===== config.mk =====
export PLATFORM = sky130hd
export DESIGN_NAME = bullet_motion_unit
export DESIGN_NICKNAME = d
export VERILOG_FILES = /design/src/rtl/bullet_motion_unit.sv
export SDC_FILE = /design/constraint.sdc
export NUM_CORES = 1
export LEC_CHECK = 0
export CAP_MARGIN = 25
export CELL_PAD_IN_SITES_DETAIL_PLACEMENT = 0
export CELL_PAD_IN_SITES_GLOBAL_PLACEMENT = 1
export CORE_MARGIN = 2
export CORE_UTILIZATION = 38
export DETAILED_ROUTE_END_ITERATION = 16
export PLACE_DENSITY = 0.91
export REMOVE_ABC_BUFFERS = 1
export SETUP_SLACK_MARGIN = 0.15
export SLEW_MARGIN = 10
export SYNTH_ARGS = -nofsm -noshare
export SYNTH_HDL_FRONTEND = slang
export SYNTH_SLANG_ARGS = --single-unit

===== constraint.sdc =====
create_clock -name fsm_clock -period 4.1 [get_ports fsm_clock]
set_clock_uncertainty 0.15 [all_clocks]
set_input_delay 1.23 -clock fsm_clock [delete_from_list [all_inputs] [get_ports fsm_clock]]
set_output_delay 1.23 -clock fsm_clock [all_outputs]
set_load 0.01 [all_outputs]

===== src/rtl/bullet_motion_unit.sv =====
// Single-bullet motion engine: launches from the tank centre on a fire rising
// edge, steps once per frame_tick, and pulses a collision on wall or edge strike.
module bullet_motion_unit #(
    parameter int unsigned SCREEN_W     = 640,
    parameter int unsigned SCREEN_H     = 480,
    parameter int unsigned TANK_SIZE    = 32,
    parameter int unsigned BULLET_SIZE  = 4,
    parameter int unsigned BULLET_SPEED = 4
) (
    input  logic       fsm_clock,
    input  logic       reset,
    input  logic       frame_tick,
    input  logic       fire_active,
    input  logic [9:0] tank_x,
    input  logic [9:0] tank_y,
    input  logic [1:0] tank_dir,
    input  logic       wall_hit,
    output logic [9:0] bullet_x,
    output logic [9:0] bullet_y,
    output logic       bullet_valid,
    output logic       bulletwallcollisionsignal
);

    localparam int unsigned POS_W  = 10;
    localparam int unsigned NEXT_W = 11;
    localparam int unsigned OFFSET = (TANK_SIZE - BULLET_SIZE) / 2;
    localparam int unsigned MAX_X  = SCREEN_W - BULLET_SIZE;
    localparam int unsigned MAX_Y  = SCREEN_H - BULLET_SIZE;

    localparam logic [1:0] DIR_UP    = 2'd0;
    localparam logic [1:0] DIR_RIGHT = 2'd1;
    localparam logic [1:0] DIR_DOWN  = 2'd2;
    localparam logic [1:0] DIR_LEFT  = 2'd3;

    typedef enum logic [1:0] {
        S_IDLE   = 2'd0,
        S_FLYING = 2'd1,
        S_HIT    = 2'd2
    } state_t;

    state_t                     r_state;
    logic                       r_fire_q;
    logic [1:0]                 r_dir;
    logic [POS_W-1:0]           r_bullet_x;
    logic [POS_W-1:0]           r_bullet_y;
    logic                       r_valid;
    logic                       r_collision;

    logic signed [NEXT_W-1:0]   w_dx;
    logic signed [NEXT_W-1:0]   w_dy;
    logic signed [NEXT_W-1:0]   w_next_x;
    logic signed [NEXT_W-1:0]   w_next_y;
    logic                       w_out_of_bounds;
    logic                       w_fire_rise;
    logic [POS_W-1:0]           w_launch_x;
    logic [POS_W-1:0]           w_launch_y;

    // Signed per-frame displacement for the latched heading
    always_comb begin
        w_dx = '0;
        w_dy = '0;
        case (r_dir)
            DIR_UP:    w_dy = -$signed(NEXT_W'(BULLET_SPEED));
            DIR_RIGHT: w_dx =  $signed(NEXT_W'(BULLET_SPEED));
            DIR_DOWN:  w_dy =  $signed(NEXT_W'(BULLET_SPEED));
            DIR_LEFT:  w_dx = -$signed(NEXT_W'(BULLET_SPEED));
            default: begin
                w_dx = '0;
                w_dy = '0;
            end
        endcase
    end

    // One extra sign bit so a step past the top/left edge shows up as negative
    assign w_next_x = $signed({1'b0, r_bullet_x}) + w_dx;
    assign w_next_y = $signed({1'b0, r_bullet_y}) + w_dy;

    assign w_out_of_bounds = (w_next_x < $signed(NEXT_W'(0)))
                          || (w_next_y < $signed(NEXT_W'(0)))
                          || (w_next_x > $signed(NEXT_W'(MAX_X)))
                          || (w_next_y > $signed(NEXT_W'(MAX_Y)));

    assign w_fire_rise = fire_active && !r_fire_q;
    assign w_launch_x  = tank_x + POS_W'(OFFSET);
    assign w_launch_y  = tank_y + POS_W'(OFFSET);

    always_ff @(posedge fsm_clock) begin
        if (reset) begin
            r_state     <= S_IDLE;
            r_fire_q    <= 1'b0;
            r_dir       <= 2'd0;
            r_bullet_x  <= '0;
            r_bullet_y  <= '0;
            r_valid     <= 1'b0;
            r_collision <= 1'b0;
        end else begin
            r_fire_q    <= fire_active;
            r_collision <= 1'b0;
            case (r_state)
                S_IDLE: begin
                    r_valid <= 1'b0;
                    if (w_fire_rise) begin
                        r_state    <= S_FLYING;
                        r_dir      <= tank_dir;
                        r_bullet_x <= w_launch_x;
                        r_bullet_y <= w_launch_y;
                        r_valid    <= 1'b1;
                    end
                end
                S_FLYING: begin
                    // Fire dropping means upstream already resolved a tank hit
                    if (!fire_active) begin
                        r_state <= S_IDLE;
                        r_valid <= 1'b0;
                    end else if (frame_tick && (wall_hit || w_out_of_bounds)) begin
                        r_state     <= S_HIT;
                        r_valid     <= 1'b0;
                        r_collision <= 1'b1;
                    end else if (frame_tick) begin
                        r_bullet_x <= w_next_x[POS_W-1:0];
                        r_bullet_y <= w_next_y[POS_W-1:0];
                        r_valid    <= 1'b1;
                    end else begin
                        r_valid <= 1'b1;
                    end
                end
                S_HIT: begin
                    r_state <= S_IDLE;
                    r_valid <= 1'b0;
                end
                default: begin
                    r_state <= S_IDLE;
                    r_valid <= 1'b0;
                end
            endcase
        end
    end

    assign bullet_x                  = r_bullet_x;
    assign bullet_y                  = r_bullet_y;
    assign bullet_valid              = r_valid;
    assign bulletwallcollisionsignal = r_collision;

endmodule

# Yosys cells after proc, flatten, opt, wreduce, memory -nomap -nowiden
# Cells that the tools add are included.
# totals
word_cells	61
in_bits	27
regBits	27
# op_classes
eq_ne	9
n_bitwise	2
mux	21
reduce_logical	14
addsub	4
n_lt_le_gt_ge	4
# op_table
operator	n
10-bit two-way mux	8
11-bit one-hot mux with 2 select lines	2
10-bit one-hot mux with 2 select lines	2
11-bit adder	2
11-bit by 1-bit < comparator with 1-bit output, second input constant	2
10-bit by 4-bit adder with 10-bit output, second input constant	2
11-bit by 10-bit greater-than comparator with 1-bit output, second input constant	1
11-bit greater-than comparator, second input constant	1
2-bit inequality test, second input constant	4
2-bit two-way mux	3
5-bit AND reduction	1
2-bit by 1-bit == test with 1-bit output, second input constant	2
2-bit == test, second input constant	2
2-bit zero test	2
1-bit logical OR	4
1-bit two-way mux	4
2-bit one-hot mux with 2 select lines	1
2-bit AND reduction	2
3-bit inequality test, second input constant	1
3-bit OR reduction	1
1-bit logical AND	2
1-bit NOT	2
1-bit one-hot mux with 2 select lines	1
2-bit nonzero test	1
1-bit zero test	1

# Logic depth before layout (Yosys ltp)
# Gate-level depths: netlist of the first run.
# depth
depth_word	12
mapped_depth	12
ltp_nobuf	11

# Worst setup path after synthesis of the first run
# Ideal clock, no wire load.
# synth_path
path_type	register -> register
startpoint	register r_dir[0]
endpoint	register r_bullet_y[3], in the netlist bullet_y[3]
stages_incl_launch_ff	12
path_slack_ns	0.829
synth_period_minus_slack_ns	3.271
n_path_buf	1
t_arrival_ns	2.993
required_ns	3.822
path_cell_list	dfxtp_1 nor2_1 ha_1 a211oi_2 o211a_1 nor4_1 a2111oi_2 a211oi_2 a21oi_4 buf_6 mux2i_1 nor2_1
# synth_between
elab_chain_cells	11
# synth_lines
item	line_no	rtl
start, declared	43	logic [1:0] r_dir;
start signal, assigned	104	r_dir <= tank_dir;
2-bit == test (tied with other cells)	62	case (r_dir)
11-bit one-hot mux with 2 select lines	62	
11-bit adder (on tied branches)	75, 76	
11-bit by 1-bit < comparator with 1-bit output (on tied branches)	78, 79	
1-bit logical OR	79	|| (w_next_y < $signed(NEXT_W'(0)))
1-bit logical OR	80	|| (w_next_x > $signed(NEXT_W'(MAX_X)))
1-bit logical OR	81	|| (w_next_y > $signed(NEXT_W'(MAX_Y)));
1-bit logical OR	115	end else if (frame_tick && (wall_hit || w_out_of_bounds)) begin
1-bit logical AND	115	
2-bit inequality test (no line)	-	
5-bit AND reduction (no line)	-	
end signal, assigned	106	r_bullet_y <= w_launch_y;
end signal, assigned	121	r_bullet_y <= w_next_y[POS_W-1:0];
end, declared	45	logic [POS_W-1:0] r_bullet_y;
# Parallel ways exist; a longest one is shown, timed or not. The select of a mux whose other input is x is not followed.
# A chain may end at the register's enable or synchronous reset.

# Final worst setup path of the first run
# layout_path
startpoint	register r_dir[0]
endpoint	register r_bullet_x[7], in the netlist bullet_x[7]
# layout_between
elab_chain_cells	11
# layout_lines
item	line_no	rtl
2-bit == test (tied with other cells)	62	
11-bit one-hot mux with 2 select lines	62	
11-bit adder (on tied branches)	75, 76	
11-bit by 1-bit < comparator with 1-bit output (on tied branches)	78, 79	
1-bit logical OR	79	
1-bit logical OR	80	
1-bit logical OR	81	
1-bit logical OR	115	
1-bit logical AND	115	
2-bit inequality test (no line)	-	
5-bit AND reduction (no line)	-	
end signal, assigned	105	r_bullet_x <= w_launch_x;
end signal, assigned	120	r_bullet_x <= w_next_x[POS_W-1:0];
end, declared	44	logic [POS_W-1:0] r_bullet_x;
# Parallel ways exist; a longest one is shown, timed or not. The select of a mux whose other input is x is not followed.

==> results list, run 1 <==
- Per report_power, the sequential group accounts for 35.9% of the total.
- The core region is around 0.006 mm2.
- Sum of negative setup slack: 0 ns
- Post-detailed-route DRC marker count: 0
* Fillers: 578
* Sequential area share after synthesis: 23.2%
* Fraction of layout instances using a drive strength above 1: under 10%
- Hold is met by 0.332 ns.
- Terminating pin of the worst hold path: bullet_x[0]
- Commonest cells after routing, fill and taps aside: 48 x clkdlybuf4s50_1, 30 x nor2_1, 28 x nand2_1
* Number of buffers created by CTS: 3
- Overall routed net length: 5770 um
- Crit share post-route: 89.3%
- Time the final worst path needs with I/O delays and setup: 3.66 ns
- Entering global routing, the biggest net connects 34 pins.
- Kind of end point of the critical path: flop
* Total via count in the routed design: 2259
- Area growth syn-to-layout: 25.0%
- Cells fill 49.3% of the core in the end.
- Highest fanout seen on the critical path: 19
* Switching power: 330 uW
* Diodes inserted: 0
- Most common cell after layout, fill and taps aside: clkdlybuf4s50_1
- Clock-pin slew was measured on the worst setup and hold paths at 0.10 ns.
* Number of rows created at floorplan: 28
* CTS H-tree lvls: 1
- The most used flip-flop cell after synthesis is dfxtp_1.
* Clock Path Buffers: 2
* Switching share of power: 37.4%
- The tree is rooted in a clkbuf_8.
- Number of instances on the worst hold path: 2
- The multi-input combinational cells in the finished layout cover a total of ~0.0017 mm2.
- Transition time at the pin with the least slew margin: 0.693 ns
- Final Power: 882 uW
- Biggest area contributors in the synthesized netlist: dfxtp_1 23%, ha_1 6.4%, mux2i_1 5.6%, nor2_1 5.0%, nand2_1 4.5%
* Area of the die: between 0.006 and 0.007 mm2
* Tightest slew margin relative to the limit: 53.7%
* Cells on worst reg2reg path: 12
* HPWL after detailed placement: around 4500 um
- The die is 82.4 um wide.
- Vertical die dimension: 82.4 um
- Worst VDD drop: roughly 180 uV
- Syn_area_per_cell: 8.07 um2
- Remaining global-route overflow: 0
- Remaining number of nets flagged by the antenna check after routing: 0
- Power per unit of standard cell area: 302 mW/mm2
- Internal cell power: 553 uW
- The worst hold path begins at bullet_x[0].
- Worst hold-check path type: flop to flop
* Final hold viol count: 0
- The worst setup path is of the flop to flop kind.
- Leakage power summed over all cells: roughly 1.1 nW
* Final Setup Violations: 0
- For this design the top-level I/O count stands at 49.
* Num Clock Sinks: 27
- Synthesis produced a netlist whose cell count is 289.
* Crit start category: flop
- Status: finished, final reports clean
- Clock tree from TritonCTS: built
- Antenna violations before repair: 0
- Area of all sequential standard cells: 541 um2
* Proportion of synthesized flip-flops having asynchronous set or reset: 0%
- The number of max-slew violations in the final report was 0.
- Worst-Skew Late Latency: around 0.27 ns
- Total of hold buffers inserted after clock tree synthesis: 0
- Summed over its instances, the top area cell type makes up 23.2% of the synthesized netlist area.
- Derived from the worst setup path, the maximum achievable clock frequency is 0.273 GHz.
- Setup slack on the critical path of the routed design comes to 0.440 ns.
- The via count of the first global-routing pass came to between 2000 and 2500.
* Clock Power Share: 17.7%
- Setup slack of the most critical reg-to-reg path: 0.44 ns
- Max-cap violations in this run came to 0.
- Area leader, netlist: dfxtp_1
- After synthesis the cells add up to between 0.002 and 0.0025 mm2.
- Number of distinct library cells after synthesis: 59
- Data on the critical path arrives at its endpoint at about 3.7 ns.
* Final estimated routing congestion in global placement: slightly below 0.9
- Placement Setup Slack: 0.256 ns
- Setup repair after global routing missed its margin: false
- Yosys reg bits: 27
- For this configuration, the core starts out at a cell density of between 30% and 40%.
- Combinational logic is responsible for 46.4% of the overall power.
- The Yosys step of the flow raised 0 warnings.
- Dividing the detail-routed wire length by the instance count gives approximately 14 um.
- Combined global-route utilization of all metal layers: 18.0%
* Critical register-to-register path startpoint: r_dir[0]
* Count of port buffers added during placement: 48
- In this run the critical register-to-register path is captured at bullet_x[7].
* Number of enable flip-flop cells after synthesis: 0
* Via density: 5.55
* Endpoint required time on the critical path: 4.13 ns
* Net count reported at finish: between 300 and 400
* First-pass GRT wire length: about 9600 um
- Detailed Route Iter0 Violations: roughly 120
- Before antenna repair, the detailed router went through 4 iterations.
==> registers in the layout (all words and copies together), names as in the netlist <==
register                   flops
bulletwallcollisionsignal      1
r_fire_q                       1
r_dir                          2
bullet_y                      10
bullet_valid                   1
r_state                        2
bullet_x                      10
==> per-layer routing <==
layer / up-vias / track usage (%) / share of wire [%]
li1: 1139 / - / -
met1: 1045 / 22.2 / 45
met2: 67 / 32.6 / 49
met3: 8 / 1.96 / 4.6
met4: 0 / 5.33 / 1.4
met5: - / 0 / 0
==> worst max-delay path, cell delays in order (launching register included) <==
cell and delay, ns:
dfxtp_1 0.35, buf_4 0.15, inv_1 0.05, ha_1 0.22, fa_1 0.45, a211oi_2 0.31
o211a_1 0.20, nor4_1 0.07, a2111oi_2 0.50, a211oi_2 0.15, a21oi_4 0.60, nor2_1 0.12
a32o_1 0.24
==> through the flow <==
step / cells / instance area [um2]
6_report: 407 / 2920
5_1_grt: 407 / 2920
4_1_cts: 407 / 2920
3_5_place_dp: 403 / 2870
3_3_place_gp: 403 / 2870
2_1_floorplan: 276 / 2260
==> layout make-up <==
type | count | area share [%]
sequential | 27 | 18.5
timing repair buffer | 52 | 17.5
inverter | 12 | 1.54
tap | 75 | 3.22
multi-input combinational | 237 | 57.7
clock buffer | 4 | 1.54
==> timing repair <==
| item | CTS | global route |
|---|---|---|
| gates resized for setup | 0 | 1 |
| endpoints found under the setup margin | 0 | 16 |
| buffers inserted | 0 | 0 |
==> worst max path at each step <==
stage / from / to / slack [ns] / cells past startpoint
3_3_place_gp: fire_active / bullet_y[8] / 0.31 / 6
3_5_place_dp: r_dir[1] / bullet_x[7] / 0.26 / 10
2_1_floorplan: r_dir[0] / bullet_x[4] / 0.77 / 10
5_1_grt: r_dir[0] / bullet_x[8] / 0.18 / 12
4_1_cts: r_dir[1] / bullet_x[7] / 0.25 / 10
6_report: r_dir[0] / bullet_x[7] / 0.44 / 12
==> cells in the mapped netlist, drive strengths merged, types with 3 or more instances <==
library cell / number
nor2: 31
nand2: 28
dfxtp: 27
o21ai: 22
a21oi: 18
mux2i: 13
ha: 12
inv: 12
xnor2: 11
clkbuf: 8
nor3: 8
and3: 7
nand3: 7
xor2: 7
a211oi: 5
buf: 5
nand2b: 5
o211ai: 5
o21a: 5
a21o: 4
nor4: 4
a2111oi: 3
a211o: 3
and4: 3
nand3b: 3
nor2b: 3
or3: 3
==> kinds of logic (layout without fill, tap and decap cells) <==
group,Yosys count,count (layout),synth area share [%]
adder cells (fa/ha/maj),13,13,7.29
AO/OA/AOI/OAI,78,78,25.8
XOR/XNOR,18,18,6.76
multiplexers,13,13,5.58
AND/OR/NAND/NOR,115,115,26.4
flip-flops,27,27,23.2
buffers and inverters,25,68,4.93
==> power by group through the flow <==
stage	combinational [mW]	sequential, mW	clock [mW]
floorplan	0.270	0.324	0
global placement	0.403	0.323	0
detailed placement	0.407	0.323	0
CTS	0.410	0.317	0.157
global route	0.451	0.322	0.164
finish	0.409	0.317	0.156
No activity file was read; power rests on OpenSTA's default activity.
==> run 2, diff against run 1 <==
--- a/config.mk
+++ b/config.mk
@@ -11,6 +11,7 @@
 export CORE_MARGIN = 2
 export CORE_UTILIZATION = 38
 export DETAILED_ROUTE_END_ITERATION = 16
+export HOLD_SLACK_MARGIN = 0.1
 export PLACE_DENSITY = 0.91
 export REMOVE_ABC_BUFFERS = 1
 export SETUP_SLACK_MARGIN = 0.15
==> results of run 2 <==
Same layout as run 1: the final DEF is identical, and so are final timing and power.
